### src/rtl/sync_fifo.sv
// Synchronous single-clock FIFO: any depth >= 2, programmable almost thresholds, sticky errors.
// Define FIFO_FWFT_EN for first-word-fall-through; otherwise read_data is registered per pop.
module sync_fifo #(
  parameter int unsigned DATA_WIDTH    = 8,
  parameter int unsigned FIFO_DEPTH    = 16,
  parameter int unsigned AFULL_THRESH  = FIFO_DEPTH - 2,
  parameter int unsigned AEMPTY_THRESH = 2
) (
  input  logic                              clk,
  input  logic                              rst,
  input  logic                              write,
  input  logic [DATA_WIDTH-1:0]             write_data,
  input  logic                              read,
  output logic [DATA_WIDTH-1:0]             read_data,
  output logic                              read_valid,
  output logic [$clog2(FIFO_DEPTH+1)-1:0]   fill_level,
  output logic                              full,
  output logic                              empty,
  output logic                              almost_full,
  output logic                              almost_empty,
  output logic                              overflow,
  output logic                              underflow,
  input  logic                              err_clr
);

  localparam int unsigned PTR_W = $clog2(FIFO_DEPTH);
  localparam int unsigned CNT_W = $clog2(FIFO_DEPTH + 1);
  localparam logic [PTR_W-1:0] PTR_MAX = PTR_W'(FIFO_DEPTH - 1);
  localparam logic [CNT_W-1:0] CNT_MAX = CNT_W'(FIFO_DEPTH);
  localparam logic [CNT_W-1:0] AF_LVL  = CNT_W'(AFULL_THRESH);
  localparam logic [CNT_W-1:0] AE_LVL  = CNT_W'(AEMPTY_THRESH);

  logic [DATA_WIDTH-1:0] mem_q [FIFO_DEPTH];
  logic [PTR_W-1:0]      wr_ptr_q, wr_ptr_d;
  logic [PTR_W-1:0]      rd_ptr_q, rd_ptr_d;
  logic [CNT_W-1:0]      fill_q, fill_d;
  logic                  full_q, empty_q, afull_q, aempty_q;
  logic                  ovf_q, ovf_d, udf_q, udf_d;
  logic                  read_cmd_c, write_cmd_c;

  // A write at full is only taken when a pop frees the slot in the same cycle.
  assign read_cmd_c  = read & ~empty_q;
  assign write_cmd_c = write & (~full_q | read_cmd_c);

  // Pointer, level and error-flag next state
  always_comb begin
    wr_ptr_d = wr_ptr_q;
    rd_ptr_d = rd_ptr_q;
    fill_d   = fill_q;
    ovf_d    = (write & ~write_cmd_c) | (ovf_q & ~err_clr);
    udf_d    = (read & empty_q) | (udf_q & ~err_clr);
    if (write_cmd_c) begin
      wr_ptr_d = (wr_ptr_q == PTR_MAX) ? '0 : wr_ptr_q + PTR_W'(1);
    end
    if (read_cmd_c) begin
      rd_ptr_d = (rd_ptr_q == PTR_MAX) ? '0 : rd_ptr_q + PTR_W'(1);
    end
    case ({write_cmd_c, read_cmd_c})
      2'b10:   fill_d = fill_q + CNT_W'(1);
      2'b01:   fill_d = fill_q - CNT_W'(1);
      default: fill_d = fill_q;
    endcase
  end

  // Control state; status flags are registered from the next fill level
  always_ff @(posedge clk) begin
    if (rst) begin
      wr_ptr_q <= '0;
      rd_ptr_q <= '0;
      fill_q   <= '0;
      full_q   <= 1'b0;
      empty_q  <= 1'b1;
      afull_q  <= 1'b0;
      aempty_q <= 1'b1;
      ovf_q    <= 1'b0;
      udf_q    <= 1'b0;
    end else begin
      wr_ptr_q <= wr_ptr_d;
      rd_ptr_q <= rd_ptr_d;
      fill_q   <= fill_d;
      full_q   <= (fill_d == CNT_MAX);
      empty_q  <= (fill_d == '0);
      afull_q  <= (fill_d >= AF_LVL);
      aempty_q <= (fill_d <= AE_LVL);
      ovf_q    <= ovf_d;
      udf_q    <= udf_d;
    end
  end

  // Storage is deliberately not reset
  always_ff @(posedge clk) begin
    if (write_cmd_c) begin
      mem_q[wr_ptr_q] <= write_data;
    end
  end

`ifdef FIFO_FWFT_EN
  // Head entry is always presented; read pops it.
  assign read_data  = mem_q[rd_ptr_q];
  assign read_valid = ~empty_q;
`else
  logic [DATA_WIDTH-1:0] rdata_q;
  logic                  rvalid_q;

  always_ff @(posedge clk) begin
    if (rst) begin
      rdata_q  <= '0;
      rvalid_q <= 1'b0;
    end else begin
      rvalid_q <= read_cmd_c;
      if (read_cmd_c) begin
        rdata_q <= mem_q[rd_ptr_q];
      end
    end
  end

  assign read_data  = rdata_q;
  assign read_valid = rvalid_q;
`endif

  assign fill_level   = fill_q;
  assign full         = full_q;
  assign empty        = empty_q;
  assign almost_full  = afull_q;
  assign almost_empty = aempty_q;
  assign overflow     = ovf_q;
  assign underflow    = udf_q;

endmodule

### config.mk
export PLATFORM = sky130hd
export DESIGN_NAME = sync_fifo
export DESIGN_NICKNAME = d
export VERILOG_FILES = /design/src/rtl/sync_fifo.sv
export SDC_FILE = /design/constraint.sdc
export NUM_CORES = 1
export LEC_CHECK = 0
export CORE_MARGIN = 5
export CORE_UTILIZATION = 50
export DETAILED_ROUTE_END_ITERATION = 7
export PLACE_DENSITY = 0.71
export SYNTH_ARGS = -nofsm -noshare
export SYNTH_HDL_FRONTEND = slang
export SYNTH_SLANG_ARGS = --single-unit
### constraint.sdc
create_clock -name clk -period 3.6 [get_ports clk]
set_clock_uncertainty 0.15 [all_clocks]
set_input_delay 1.08 -clock clk [delete_from_list [all_inputs] [get_ports clk]]
set_output_delay 1.08 -clock clk [all_outputs]
set_load 0.005 [all_outputs]
==> summary.md, run 1 <==
| Metric | Value |
|---|---|
| Total CTS buffers | `17` |
| Iter 0 DRT Violations | `283` |
| Total grt overflow | `0` |
| Crit path max-delay family | `compound AO/OA/AOI/OAI gates` |
| Final ANT Viol Nets | `0` |
| H-tree depth | `4` |
| GPL Wtd Cong | `0.7733` |
| Worst slew pin tran | `0.7979 ns` |
| Vias per inst | `5.544` |
| Mean routed wirelength per cell | `20.33 um` |
| Min-Delay Path Depth | `2` |
| CTS Buffer Depth | `2` |
| Worst-skew pair later-pin latency | `0.42 ns` |
| CTS root buf | `clkbuf_16` |
| Stages on the worst setup path | `12` |
| Vias in the first global route | `3465` |
| Worst EP required | `3.81 ns` |
| Largest net degree at the start of global routing | `37` |
| Syn nets | `389` |
| Synth top area share | `61.31%` |
| Post-DP Area | `6939 sq um` |
| Initial antenna violation count | `0` |
| DIE AREA | `14880 sq um` |
| DRT Pass-1 Iters | `4` |
| PD cells | `591.7 nW/um^2` |
| Final period util | `98.39%` |
| Max_slew headroom | `46.80%` |
| Pleak | `0.002557 uW` |
| WP data arrival | `3.75 ns` |
| Critical path startpoint category | `primary input` |
| Worst stage delay on the critical path | `0.53 ns` |
| Status | `finished, final reports clean` |
| Row Count | `41` |
| Synth Cell Area | `6270 sq um` |
| WS Path Type | `in -> reg` |
| Syn avg cell area | `17.04 sq um` |
| Reg-to-Reg Start | `empty` |
| Die width | `122.0 um` |
| DP Wirelength | `7873 um` |
| Initial Util | `50.30%` |
| Final hold slack | `0.3462 ns` |
| Routed WL | `12480 um` |
| Core area | `12470 sq um` |
| Clock transition at path regs | `0.06 ns` |
| Final Hold Viols | `0` |
| CP Cell Sequence | `clkdlybuf4s50_1 -> nand2b_4 -> a21boi_4 -> inv_1 -> ha_1 -> xor2_1 -> ha_2 -> mux2_2 -> a211oi_2 -> o21ai_1 -> xor2_2 -> a41o_1` |
| Io pins | `33` |
| Die height | `122.0 um` |
| Clk sinks | `156` |
| Critical Path Start | `read` |
| Minimum clock period | `3.542 ns` |
| Count of flip-flops with a built-in enable after synthesis | `128` |
| # hold bufs at CTS | `0` |
| Maxcap violations | `0` |
| Max-slew violation count | `0` |
| I/O Buffers | `32` |
| Distinct cells, synth | `42` |
| Reg-to-Reg End | `almost_empty` |
| Fraction of layout cells with a size suffix above 1 | `20.59%` |
| DRC | `0` |
| CP Max Fanout | `5` |
| Fmax | `282.3 MHz` |
| Share of flip-flops with an asynchronous set or reset | `0%` |
| Cells after Synth | `368` |
| Max IR drop VDD | `0.4414 mV` |
| Setup-failing EPs final | `0` |
| Via count | `3404` |
| Critical-path top delay cell | `clkdlybuf4s50_1` |
| Critical Path Sink Type | `register` |
| First-pass GRT wire length | `19540 um` |
| Synth area leader | `edfxtp_1` |
| Top post-synthesis cells by area | `edfxtp_1 (61%), dfxtp_1 (8.9%), mux4_1 (6.7%)` |
| Nets | `451` |
| GRT Total Usage | `18.35%` |
| Layout area overhead | `20.24%` |
| Sequential-to-total area share from yosys stat | `70.25%` |
| N_diodes | `0` |
| Reg2Reg Depth | `11` |
| Post-synthesis register bit count | `156` |
| Synth Warn # | `0` |
| CP Capture Point | `almost_empty` |
| Worst path buffer plus inverter count | `2` |
| Flop2flop setup slack | `0.84 ns` |
| HP Class | `reg -> reg` |
| CTS tree | `built` |
| Top FF cell, synth | `edfxtp_1` |
| Post-route cell area | `7538 sq um` |
-- logic make-up (layout without fill, tap and decap cells) --
group	count (synthesis)	in the layout	share of synthesized area, %
AOI/OAI and AO/OA	59	59	6.286
DFF	156	156	70.25
buffers and inverters	29	103	2.355
muxes	36	36	13.13
adders and majority gates	8	8	1.597
and+or+nand+nor	74	74	5.548
xor gates and xnor gates	6	6	0.8381
-- registers in the layout, indices dropped and copies added, names as in the netlist --
name / count
mem_q: 128
read_data: 8
fill_level: 5
rd_ptr_q: 4
wr_ptr_q: 4
almost_empty: 1
almost_full: 1
empty: 1
full: 1
overflow: 1
read_valid: 1
underflow: 1
-- final cells by class --
class                           count  area [sq um]
Fill cell                         919          4927
Sequential cell                   156          4405
Multi-Input combinational cell    183          1740
Timing Repair Buffer               66         575.6
Clock buffer                       20         436.7
Tap cell                          172         215.2
Clock inverter                     11         142.6
Inverter                            6         22.52
-- placed cells by master, fill, tap and decap left out, types with 14 or more instances in the layout --
master / synthesis / layout
clkbuf_16: 0 / 17
mux4_2: 16 / 16
nor2_1: 36 / 36
dfxtp_1: 28 / 27
mux4_1: 16 / 16
clkdlybuf4s50_1: 0 / 32
a21oi_1: 25 / 25
buf_4: 0 / 34
nand2_1: 14 / 14
edfxtp_1: 128 / 128
a22oi_1: 17 / 17
-- worst register-to-register path: stages, from the launching register on --
cell      delay (ns)
dfxtp_1         0.33
nand2b_4        0.17
a21boi_4        0.14
inv_1           0.07
ha_1            0.20
xor2_1          0.18
ha_2            0.22
mux2_2          0.35
a211oi_2        0.23
o21ai_1         0.15
xor2_2          0.32
a41o_1          0.21
-- cells in the mapped netlist, types with 2 or more instances --
library cell / instances
nor3_1: 5
a41o_1: 2
mux4_1: 16
nor2b_1: 5
mux2_2: 2
nor2_1: 36
dfxtp_1: 28
mux4_2: 16
nand3_1: 2
nand2b_1: 4
nand2_1: 14
a22oi_1: 17
ha_1: 8
buf_6: 3
clkbuf_1: 11
a31oi_1: 2
xor2_1: 5
inv_1: 6
o21ai_0: 4
buf_2: 4
a211oi_1: 2
edfxtp_1: 128
mux2i_1: 2
a21oi_1: 25
buf_1: 4
-- timing repair --
action | in CTS | in global routing
resized for setup | 0 | 2
buffers inserted | 0 | 1
setup endpoints to repair | 0 | 4
-- how the worst min path moves through the flow --
stage            startpoint           end  slack (ns)
5_1_grt            overflow      overflow        0.39
2_1_floorplan      overflow      overflow        0.33
6_report          underflow     underflow        0.35
4_1_cts            overflow      overflow        0.35
3_3_place_gp   read_data[5]  read_data[5]        0.32
3_5_place_dp       overflow      overflow        0.34
-- where the power goes --
| group | leakage, uW | internal (uW) | switching [uW] | total [uW] |
|---|---|---|---|---|
| Combinational | 0.000889 | 330 | 271 | 601 |
| Clock | 0.000282 | 1090 | 673 | 1760 |
| Sequential | 0.00139 | 2020 | 83.5 | 2100 |
| Total | 0.00256 | 3430 | 1030 | 4460 |
-- metrics by stage --
step	std cells	utilization, %	setup TNS (ns)	setup WS (ns)	power, uW
floorplan	368	-	0	0.001768	2491
global placement	582	55.67	-1.282	-0.2835	2713
detailed placement	582	55.67	-1.550	-0.3282	2731
CTS	613	60.31	0	0.09800	4489
global route	614	60.47	-0.2584	-0.07662	4645
finish	614	60.47	0	0.05789	4461
-- routing by layer --
| metal | GRT usage, % | part of all wire [%] | vias to the layer above |
|---|---|---|---|
| li1 | - | - | 1576 |
| met3 | 5.107 | 5.7 | 16 |
| met2 | 28.25 | 49 | 97 |
| met1 | 25.00 | 43 | 1715 |
| met4 | 7.283 | 1.9 | 0 |
| met5 | 0 | 0 | - |
Note: power is estimated with default switching activity, not from simulation.
==> run 2: changes to the inputs <==
--- a/config.mk
+++ b/config.mk
@@ -5,9 +5,11 @@
 export SDC_FILE = /design/constraint.sdc
 export NUM_CORES = 1
 export LEC_CHECK = 0
+export CAP_MARGIN = 10
 export CORE_MARGIN = 5
 export CORE_UTILIZATION = 50
 export DETAILED_ROUTE_END_ITERATION = 7
+export GPL_TIMING_DRIVEN = 0
 export PLACE_DENSITY = 0.71
 export SYNTH_ARGS = -nofsm -noshare
 export SYNTH_HDL_FRONTEND = slang
==> run 2 against run 1 <==
Compared with the run above: final cell count is 1.3% lower; register-to-register slack worse by 0.02 ns; clock power is 10% lower; critical path depth stayed put; largest cell class unchanged; highest routed layer unchanged.
==> summary.md, run 2 (synthesized netlist as in run 1, its figures left out) <==
| Metric | Value |
|---|---|
| Max_slew headroom | `45.03% (was 46.80%)` |
| Mean routed wirelength per cell | `21.03 um (was 20.33 um)` |
| CTS Buffer Depth | `2 (unchanged)` |
| First-pass GRT wire length | `19820 um (was 19540 um)` |
| Vias per inst | `5.703 (was 5.544)` |
| DIE AREA | `14880 sq um (unchanged)` |
| Setup-failing EPs final | `0 (unchanged)` |
| Nets | `443 (was 451)` |
| Layout Utilization | `59.20% (was 60.47%)` |
| Max IR drop VDD | `0.4292 mV (was 0.4414 mV)` |
| WS Path Type | `in -> reg (unchanged)` |
| Final period util | `96.69% (was 98.39%)` |
| Vias in the first global route | `3461 (was 3465)` |
| Iter 0 DRT Violations | `338 (was 283)` |
| Maxcap violations | `0 (unchanged)` |
| Critical-path top delay cell | `clkdlybuf4s50_1 (unchanged)` |
| WP data arrival | `3.65 ns (was 3.75 ns)` |
| Worst-skew pair later-pin latency | `0.42 ns (about the same)` |
| CTS tree | `built (unchanged)` |
| Most common cell after layout, fill and taps aside | `edfxtp_1 (unchanged)` |
| Most frequent cells in the layout | `edfxtp_1 (128), nor2_1 (36), clkdlybuf4s50_1 (30), dfxtp_1 (28), a21oi_1 (25) (was edfxtp_1 (128), nor2_1 (36), buf_4 (34), clkdlybuf4s50_1 (32), dfxtp_1 (27))` |
| Worst EP required | `3.77 ns (was 3.81 ns)` |
| Via count | `3456 (was 3404)` |
| Clk sinks | `156 (unchanged)` |
| DP Wirelength | `8145 um (was 7873 um)` |
| PD cells | `578.7 nW/um^2 (was 591.7 nW/um^2)` |
| Status | `finished, final reports clean (unchanged)` |
| CTS root buf | `clkbuf_16 (unchanged)` |
| Critical path startpoint category | `primary input (unchanged)` |
| Pleak | `0.002446 uW (was 0.002557 uW)` |
| Initial antenna violation count | `0 (unchanged)` |
| GRT Total Usage | `18.49% (was 18.35%)` |
| Core area | `12470 sq um (unchanged)` |
| Row Count | `41 (unchanged)` |
| N_diodes | `0 (unchanged)` |
| Die width | `122.0 um (unchanged)` |
| Total CTS buffers | `17 (unchanged)` |
| RSZ-0062 raised after global routing | `no` |
| Worst stage delay on the critical path | `0.50 ns (was 0.53 ns)` |
| Clock transition at path regs | `0.06 ns (about the same)` |
| Fraction of layout cells with a size suffix above 1 | `15.44% (was 20.59%)` |
| Routed WL | `12750 um (was 12480 um)` |
| Fmax | `287.3 MHz (was 282.3 MHz)` |
| GPL Wtd Cong | `0.8158 (was 0.7733)` |
| Max reg flops | `128 (unchanged)` |
| Worst slew pin tran | `0.8216 ns (was 0.7979 ns)` |
| DRT Pass-1 Iters | `5 (was 4)` |
| Io pins | `33 (unchanged)` |
| I/O Buffers | `31 (was 32)` |
| Max-slew violation count | `0 (unchanged)` |
| Final Hold Viols | `0 (unchanged)` |
| Critical Path Sink Type | `register (unchanged)` |
| Final ANT Viol Nets | `0 (unchanged)` |
| Total grt overflow | `0 (unchanged)` |
| DRC | `0 (unchanged)` |
| HP Class | `reg -> reg (unchanged)` |
| Post-route cell area | `7380 sq um (was 7538 sq um)` |
| Crit path max-delay family | `simple AND/OR/NAND/NOR gates (was compound AO/OA/AOI/OAI gates)` |
| H-tree depth | `4 (unchanged)` |
| Biggest register | `mem_q (unchanged)` |
| Initial Util | `50.30% (unchanged)` |
| Die height | `122.0 um (unchanged)` |
| CP Max Fanout | `8 (was 5)` |
| CP Cell Sequence | `clkdlybuf4s50_1 -> a21boi_4 -> inv_2 -> ha_4 -> xor2_1 -> ha_2 -> buf_4 -> a21oi_2 -> nor2b_1 -> or4_4 -> and2_4 -> o32ai_2 (was clkdlybuf4s50_1 -> nand2b_4 -> a21boi_4 -> inv_1 -> ha_1 -> xor2_1 -> ha_2 -> mux2_2 -> a211oi_2 -> o21ai_1 -> xor2_2 -> a41o_1)` |
| Worst path buffer plus inverter count | `3 (was 2)` |
| Final setup TNS | `0 ns (unchanged)` |
| Layout area overhead | `17.70% (was 20.24%)` |
| Post-DP Area | `6830 sq um (was 6939 sq um)` |
| Minimum clock period | `3.481 ns (was 3.542 ns)` |
| Largest net degree at the start of global routing | `17 (was 37)` |
-- run 2: metal layers --
metal | wire length [um] | vias to the layer above | global-route usage, %
met5 | 0 | - | 0
met4 | 210 | 0 | 6.513
met3 | 803 | 21 | 4.782
met2 | 6230 | 141 | 29.32
met1 | 5502 | 1731 | 25.08
li1 | - | 1563 | -
-- run 2: final timing paths --
path | from | slack (ns) | depth (start not counted) | end
min reg2reg | overflow | 0.34 | 2 | overflow
min | overflow | 0.34 | 2 | overflow
max | write | 0.12 | 12 | almost_full
max reg2reg | empty | 0.82 | 12 | almost_full
-- run 2: cell type report --
cell class / instances / area [sq um]
Buffer: 21 / 117.6
Clock buffer: 19 / 432.9
Clock inverter: 12 / 81.33
Fill cell: 939 / 5086
Inverter: 6 / 22.52
Multi-Input combinational cell: 183 / 1748
Sequential cell: 156 / 4404
Tap cell: 172 / 215.2
Timing Repair Buffer: 37 / 357.8
-- run 2: repair_timing --
action	in CTS	in global routing
setup endpoints to repair	6	5
buffers inserted	2	0
pin swaps	3	1
endpoints found under the hold margin	0	0
hold buffers	0	0
resized for setup	4	1
-- run 2: through the flow --
step / worst slack [ns] / instances / total power, uW / hold WS [ns]
after floorplan: 0.001768 / 368 / 2491 / 0.3264
after global placement: -0.7593 / 571 / 2701 / 0.3248
after global routing: 0.04134 / 606 / 4453 / 0.3690
after detailed placement: -0.8344 / 574 / 2722 / 0.3212
final: 0.1192 / 606 / 4271 / 0.3364
after CTS: 0.03949 / 605 / 4289 / 0.3369
-- run 2: worst min-delay path: cells and delay by family, from the launching register on --
kind | cells | cell delay, ns
AO/OA/AOI/OAI | 1 | 0.06
flip-flops | 1 | 0.33
AND/OR/NAND/NOR | 1 | 0.07
-- run 2: where the power goes --
part | internal, uW | switching [uW]
clock | 926 | 650
combinational | 322 | 317
sequential | 2020 | 37.3
